$ cat src/rtl/mips_program_loader_if.sv
// -----------------------------------------------------------------------------
// mips_program_loader_if
//   Groups the byte-stream handshake and the instruction-ROM write bus that the
//   program loader sits between.
//
//   in_valid / in_data / in_ready : byte stream into the loader (valid/ready)
//   rom_wr_en / rom_wr_addr / rom_wr_data : word writes into instruction memory
//
//   Modports:
//     master : the stream source / environment side
//     slave  : the loader itself
// -----------------------------------------------------------------------------
interface mips_program_loader_if #(
  parameter int ADDR_W = 6
);
  logic              in_valid;
  logic [7:0]        in_data;
  logic              in_ready;
  logic              rom_wr_en;
  logic [ADDR_W-1:0] rom_wr_addr;
  logic [31:0]       rom_wr_data;

  modport master (
    output in_valid, in_data,
    input  in_ready, rom_wr_en, rom_wr_addr, rom_wr_data
  );

  modport slave (
    input  in_valid, in_data,
    output in_ready, rom_wr_en, rom_wr_addr, rom_wr_data
  );
endinterface

$ cat src/rtl/mips_program_loader.sv
// -----------------------------------------------------------------------------
// mips_program_loader
//   Receives a program image as a byte stream, assembles big-endian 32-bit
//   words, writes them sequentially into instruction memory and releases the
//   CPU from reset only once the whole image has loaded with a good checksum.
//
//   Image format: 4-byte word count N (MSB first), N*4 data bytes (each word
//   MSB first), 1 checksum byte. The 8-bit wrap-around sum of every byte,
//   checksum included, must be zero.
//
//   Ports:
//     clk      : clock, all state updates on the rising edge
//     rst_n    : asynchronous active-low reset
//     restart  : synchronous pulse, returns to the header state from anywhere
//     bus      : stream handshake + ROM write bus (slave modport)
//     cpu_hold : holds the CPU in reset while high
//     done     : image loaded and verified
//     error    : image rejected (bad length or bad checksum)
// -----------------------------------------------------------------------------
module mips_program_loader #(
  parameter int ADDR_L = 64,
  parameter int ADDR_W = $clog2(ADDR_L)
) (
  input  logic                  clk,
  input  logic                  rst_n,
  input  logic                  restart,
  mips_program_loader_if.slave  bus,
  output logic                  cpu_hold,
  output logic                  done,
  output logic                  error
);

  localparam logic [2:0] ST_HDR  = 3'd0;
  localparam logic [2:0] ST_DATA = 3'd1;
  localparam logic [2:0] ST_CHK  = 3'd2;
  localparam logic [2:0] ST_DONE = 3'd3;
  localparam logic [2:0] ST_ERR  = 3'd4;

  logic [2:0]        state;
  logic [1:0]        byte_idx;
  logic [ADDR_W:0]   word_cnt;   // one extra bit so N == ADDR_L fits
  logic [ADDR_W:0]   n_words;
  logic [7:0]        sum;
  logic [23:0]       shift_reg;  // first three bytes of the header or word
  logic              wr_en;
  logic [ADDR_W-1:0] wr_addr;
  logic [31:0]       wr_data;

  logic              xfer;
  logic [31:0]       full_word;
  logic [ADDR_W:0]   word_cnt_inc;
  logic [7:0]        sum_chk;

  // Ready depends only on state, so the source never sees a combinational
  // path from its own valid.
  assign bus.in_ready = (state == ST_HDR) || (state == ST_DATA) || (state == ST_CHK);
  assign xfer         = bus.in_valid && bus.in_ready;
  assign full_word    = {shift_reg, bus.in_data};
  assign word_cnt_inc = word_cnt + 1'b1;
  assign sum_chk      = sum + bus.in_data;

  assign bus.rom_wr_en   = wr_en;
  assign bus.rom_wr_addr = wr_addr;
  assign bus.rom_wr_data = wr_data;

  // NOTE: every register here is assigned with <= so all updates land together
  // at the clock edge; blocking '=' would let later lines see half-updated state.
  always_ff @(posedge clk or negedge rst_n) begin
    if (!rst_n) begin
      state     <= ST_HDR;
      byte_idx  <= '0;
      word_cnt  <= '0;
      n_words   <= '0;
      sum       <= '0;
      shift_reg <= '0;
      wr_en     <= 1'b0;
      wr_addr   <= '0;
      wr_data   <= '0;
      cpu_hold  <= 1'b1;
      done      <= 1'b0;
      error     <= 1'b0;
    end else begin
      // The strobe is a single-cycle pulse; any strobe already on the bus
      // this cycle completes regardless of restart.
      wr_en <= 1'b0;

      if (restart) begin
        // Restart wins over a concurrent transfer: the byte is not consumed.
        state     <= ST_HDR;
        byte_idx  <= '0;
        word_cnt  <= '0;
        n_words   <= '0;
        sum       <= '0;
        shift_reg <= '0;
        wr_addr   <= '0;
        wr_data   <= '0;
        cpu_hold  <= 1'b1;
        done      <= 1'b0;
        error     <= 1'b0;
      end else if (xfer) begin
        unique case (state)
          ST_HDR: begin
            sum       <= sum_chk;
            shift_reg <= full_word[23:0];
            byte_idx  <= byte_idx + 1'b1;
            if (byte_idx == 2'd3) begin
              // Judge the full 32-bit count so large values cannot alias
              // into the legal range.
              if (full_word == 32'd0 || full_word > 32'(ADDR_L)) begin
                state <= ST_ERR;
                error <= 1'b1;
              end else begin
                state    <= ST_DATA;
                word_cnt <= '0;
                n_words  <= full_word[ADDR_W:0];
              end
            end
          end

          ST_DATA: begin
            sum       <= sum_chk;
            shift_reg <= full_word[23:0];
            byte_idx  <= byte_idx + 1'b1;
            if (byte_idx == 2'd3) begin
              wr_en    <= 1'b1;
              wr_addr  <= word_cnt[ADDR_W-1:0];
              wr_data  <= full_word;
              word_cnt <= word_cnt_inc;
              if (word_cnt_inc == n_words) state <= ST_CHK;
            end
          end

          ST_CHK: begin
            if (sum_chk == 8'd0) begin
              state    <= ST_DONE;
              done     <= 1'b1;
              cpu_hold <= 1'b0;
            end else begin
              state <= ST_ERR;
              error <= 1'b1;
            end
          end

          default: ; // DONE / ERR never assert ready, so no transfer arrives
        endcase
      end
    end
  end

endmodule
$ cat src/flat_wrapper.sv
// flat-port wrapper written by rule: the top's interface ports become plain ports
module mips_program_loader_flat 
#(
  parameter int ADDR_L = 64,
  parameter int ADDR_W = $clog2(ADDR_L)
)
  (clk, rst_n, restart, cpu_hold, done, error, bus_in_valid, bus_in_data, bus_in_ready, bus_rom_wr_en, bus_rom_wr_addr, bus_rom_wr_data);
  mips_program_loader_if #(.ADDR_W(ADDR_W)) bus_i ();
  input  logic clk;
  input  logic rst_n;
  input  logic restart;
  output logic cpu_hold;
  output logic done;
  output logic error;
  input wire logic [$bits(bus_i.in_valid)-1:0] bus_in_valid;
  input wire logic [$bits(bus_i.in_data)-1:0] bus_in_data;
  output wire logic [$bits(bus_i.in_ready)-1:0] bus_in_ready;
  output wire logic [$bits(bus_i.rom_wr_en)-1:0] bus_rom_wr_en;
  output wire logic [$bits(bus_i.rom_wr_addr)-1:0] bus_rom_wr_addr;
  output wire logic [$bits(bus_i.rom_wr_data)-1:0] bus_rom_wr_data;
  assign bus_i.in_valid = bus_in_valid;
  assign bus_i.in_data = bus_in_data;
  assign bus_in_ready = bus_i.in_ready;
  assign bus_rom_wr_en = bus_i.rom_wr_en;
  assign bus_rom_wr_addr = bus_i.rom_wr_addr;
  assign bus_rom_wr_data = bus_i.rom_wr_data;
  mips_program_loader #(.ADDR_L(ADDR_L), .ADDR_W(ADDR_W)) u_core (.clk(clk), .rst_n(rst_n), .restart(restart), .bus(bus_i), .cpu_hold(cpu_hold), .done(done), .error(error));
endmodule
$ cat config.mk
export PLATFORM = sky130hd
export DESIGN_NAME = mips_program_loader_flat
export DESIGN_NICKNAME = d
export VERILOG_FILES = /design/src/rtl/mips_program_loader_if.sv /design/src/rtl/mips_program_loader.sv /design/src/flat_wrapper.sv
export SDC_FILE = /design/constraint.sdc
export NUM_CORES = 1
export LEC_CHECK = 0
export BUFFER_PORTS_ARGS = -buffer_cell sky130_fd_sc_hd__buf_2
export CAP_MARGIN = 5
export CORE_UTILIZATION = 50
export CTS_CLUSTER_SIZE = 30
export DETAILED_ROUTE_END_ITERATION = 10
export GPL_TIMING_DRIVEN = 0
export PLACE_DENSITY = 0.73
export SKIP_CTS_REPAIR_TIMING = 1
export SLEW_MARGIN = 20
export SYNTH_ARGS = -nofsm -noshare
export SYNTH_HDL_FRONTEND = slang
export SYNTH_SLANG_ARGS = --single-unit
$ cat constraint.sdc
create_clock -name clk -period 2.4 [get_ports clk]
set_input_delay 0.36 -clock clk [delete_from_list [all_inputs] [get_ports clk]]
set_output_delay 0.36 -clock clk [all_outputs]
set_load 0.05 [all_outputs]
==> results.toml <==
[logic_synthesis]
synth_edf_count = 0
synth_seq_cells = 93
async_reset_ff_share_pct = 100
syn_area_mm2 = 0.00430
yosysSeqAreaShare_pct = 54.2
syn_inst = 411
syn_avg_cell_area_um2 = 10.5
synth.yosys.warnings = 0
syn_nets = 433
synth_cell_types = 59
synth_ff_type = "dfrtp_1"

[sta]
fmax_mhz = 419
slew_viol_final = 0
tightestPinTransition_ps = 566
hold_viol_final = 0
finalSetupViolations = 0
setup_ws_ps = 15.4
rsz0062_at_grt = "yes"
fin_crit_ps = 2380
holdWs_ps = 283
slew_headroom_pct = 62.3
finalCritPeriodShare_pct = 99.4
clock_skew_ps = 11.2

[finish]
final_util_pct = 61.4
drive_above_1_share_pct = 21.7
final_cell_mix = "dfrtp_1 (91), nand2_1 (68), buf_2 (53), a22o_1 (44), a21oi_1 (41)"
antennaDiodeCount = 0
final_common_cell = "dfrtp_1"
largest_reg_flops = 32
nNetsFinal = 501
finalInstanceArea_mm2 = 0.00507
syn_to_final_growth_pct = 18.0

[floorplanning]
die-area_mm2 = 0.00897
core_area_mm2 = 0.00826
initial_utilization_pct = 52.0
row_count = 33
die_y_um = 94.7
fp.dieW_um = 94.7
ios = 55

[drt]
routedWlPerCell_um = 18.2
drc = 0
vias = 3545
dr.pass1.iters = 6
drt-initial-drc-count = 177
viasPerCell = 6.02
ant_nets = 0
drt-total-wl_um = 10700

[cts]
insertion_delay_ps = 370
numClockSinks = 93
clockBufferDepth = 2
cts_tree = "yes"
cts-root-buf = "clkbuf_8"
cts_buffers = 9
htreeDepth = 3
clkTransAtPathRegs_ps = 100

[placed_design]
hpwl_um = 7260
port-buffer-count = 53
placed_cell_area_mm2 = 0.00473
place_ws_ps = -588
gp_congestion = 0.898

[grt]
track_usage_pct = 24.4
grt_start_max_net_pins = 71
grt_pass1_wl_um = 16500
grt_antenna_before_repair = 0
grt_pass1_vias = 3172
grt-ovfl-total = 0

[power_and_ir_drop]
power.density_mw_per_mm2 = 621
p_total_mw = 3.15
leakage_nw = 2.35
ir_worst_vdd_mv = 0.312

[min_path]
hp-class = "in2reg"

[run]
drv_cap = 0

[worst_setup_path]
worstSetupPathType = "reg2reg"
startpoint_type = "register"
required_ps = 2640
arrival_ps = 2620
worstPathMaxFanout = 5
endpoint_kind = "register"

[status]
status = "complete, no violations"
[area by class of cell]
type	count	area (um2)
clock inverters	7	80.1
repair buffers	59	339
clock buffers	9	124
multi-input cells	286	1940
inverters	8	30.0
flip-flops and latches	93	2330
plain buffers	22	91.3
fillers	692	3190
well taps	105	131
[path summary, 6_finish.rpt]
check | startpoint | to | slack (ps) | cells after the start
hold / removal | bus_in_data[7] | u_core.shift_reg[7]$_DFFE_PN0P_ | 280 | 3
setup / recovery | u_core.sum[0]$_DFFE_PN0P_ | u_core.error$_DFFE_PN0P_ | 20 | 9
setup reg to reg | u_core.sum[0]$_DFFE_PN0P_ | u_core.error$_DFFE_PN0P_ | 20 | 9
max in group asynchronous | rst_n | u_core.word_cnt[1]$_DFFE_PN0P_ | 1370 | 3
min in group asynchronous | rst_n | u_core.word_cnt[2]$_DFFE_PN0P_ | 420 | 2
hold reg to reg | u_core.bus.rom_wr_addr[1]$_DFFE_PN0P_ | u_core.bus.rom_wr_addr[1]$_DFFE_PN0P_ | 500 | 2
[metrics by stage]
step	std cells	setup TNS, ps
final	589	0
after global routing	589	-236
after CTS	586	-2090
after floorplan	411	0
after detailed placement	570	-3180
after global placement	569	-2690
[report_power, final]
| part | switching [mW] | internal, mW | leakage [nW] | total, mW |
|---|---|---|---|---|
| Combinational | 0.264 | 0.155 | 0.967 | 0.419 |
| Clock | 0.603 | 0.496 | 0.102 | 1.10 |
| Sequential | 0.0312 | 1.60 | 1.28 | 1.63 |
[cells by family (layout without fill, tap and decap cells)]
kind of cell	Yosys count	count (layout)	share of synthesized area (%)
compound gates	132	132	22.1
simple gates	131	131	14.9
flops	93	93	54.2
buf+inv	32	105	3.03
xor+xnor	12	12	2.45
fa+ha+maj	10	10	3.09
mux	1	1	0.233
[worst max-delay path, stage by stage (launching register included)]
cell	delay (ps)
dfrtp_1	420
ha_4	190
fa_2	410
a21oi_4	210
o21a_1	150
o311ai_2	120
a2111oi_4	340
buf_4	190
nand4b_1	130
o21ai_1	80
[routing by layer]
metal / routed length [um] / GRT usage [%] / up-vias
met5: 0 / 0 / -
met4: 189 / 8.08 / 0
met3: 478 / 3.46 / 18
met2: 5150 / 38.4 / 107
met1: 4870 / 34.9 / 1795
li1: - / - / 1625
[synthesized netlist by cell type (all sizes together), types with 2 or more instances]
| library cell | n | area, um2 |
|---|---|---|
| nor3b | 4 | 30.0 |
| nor4 | 8 | 62.6 |
| nand2 | 68 | 255 |
| xor2 | 2 | 17.5 |
| a31oi | 4 | 25.0 |
| dfrtp | 92 | 2300 |
| a211oi | 4 | 42.5 |
| o21ai | 12 | 63.8 |
| and3 | 2 | 12.5 |
| inv | 8 | 30.0 |
| nand3 | 6 | 30.0 |
| o211ai | 3 | 22.5 |
| a22o | 44 | 385 |
| ha | 9 | 113 |
| nor3 | 6 | 35.0 |
| nand2b | 3 | 18.8 |
| buf | 7 | 36.3 |
| clkbuf | 17 | 63.8 |
| a21oi | 44 | 224 |
| nor2b | 7 | 43.8 |
| a21o | 3 | 22.5 |
| xnor2 | 10 | 87.6 |
| o21a | 4 | 30.0 |
| and2 | 2 | 12.5 |
| o311ai | 2 | 17.5 |
| nor2 | 17 | 71.3 |
Power figures use the tool's default switching activity.
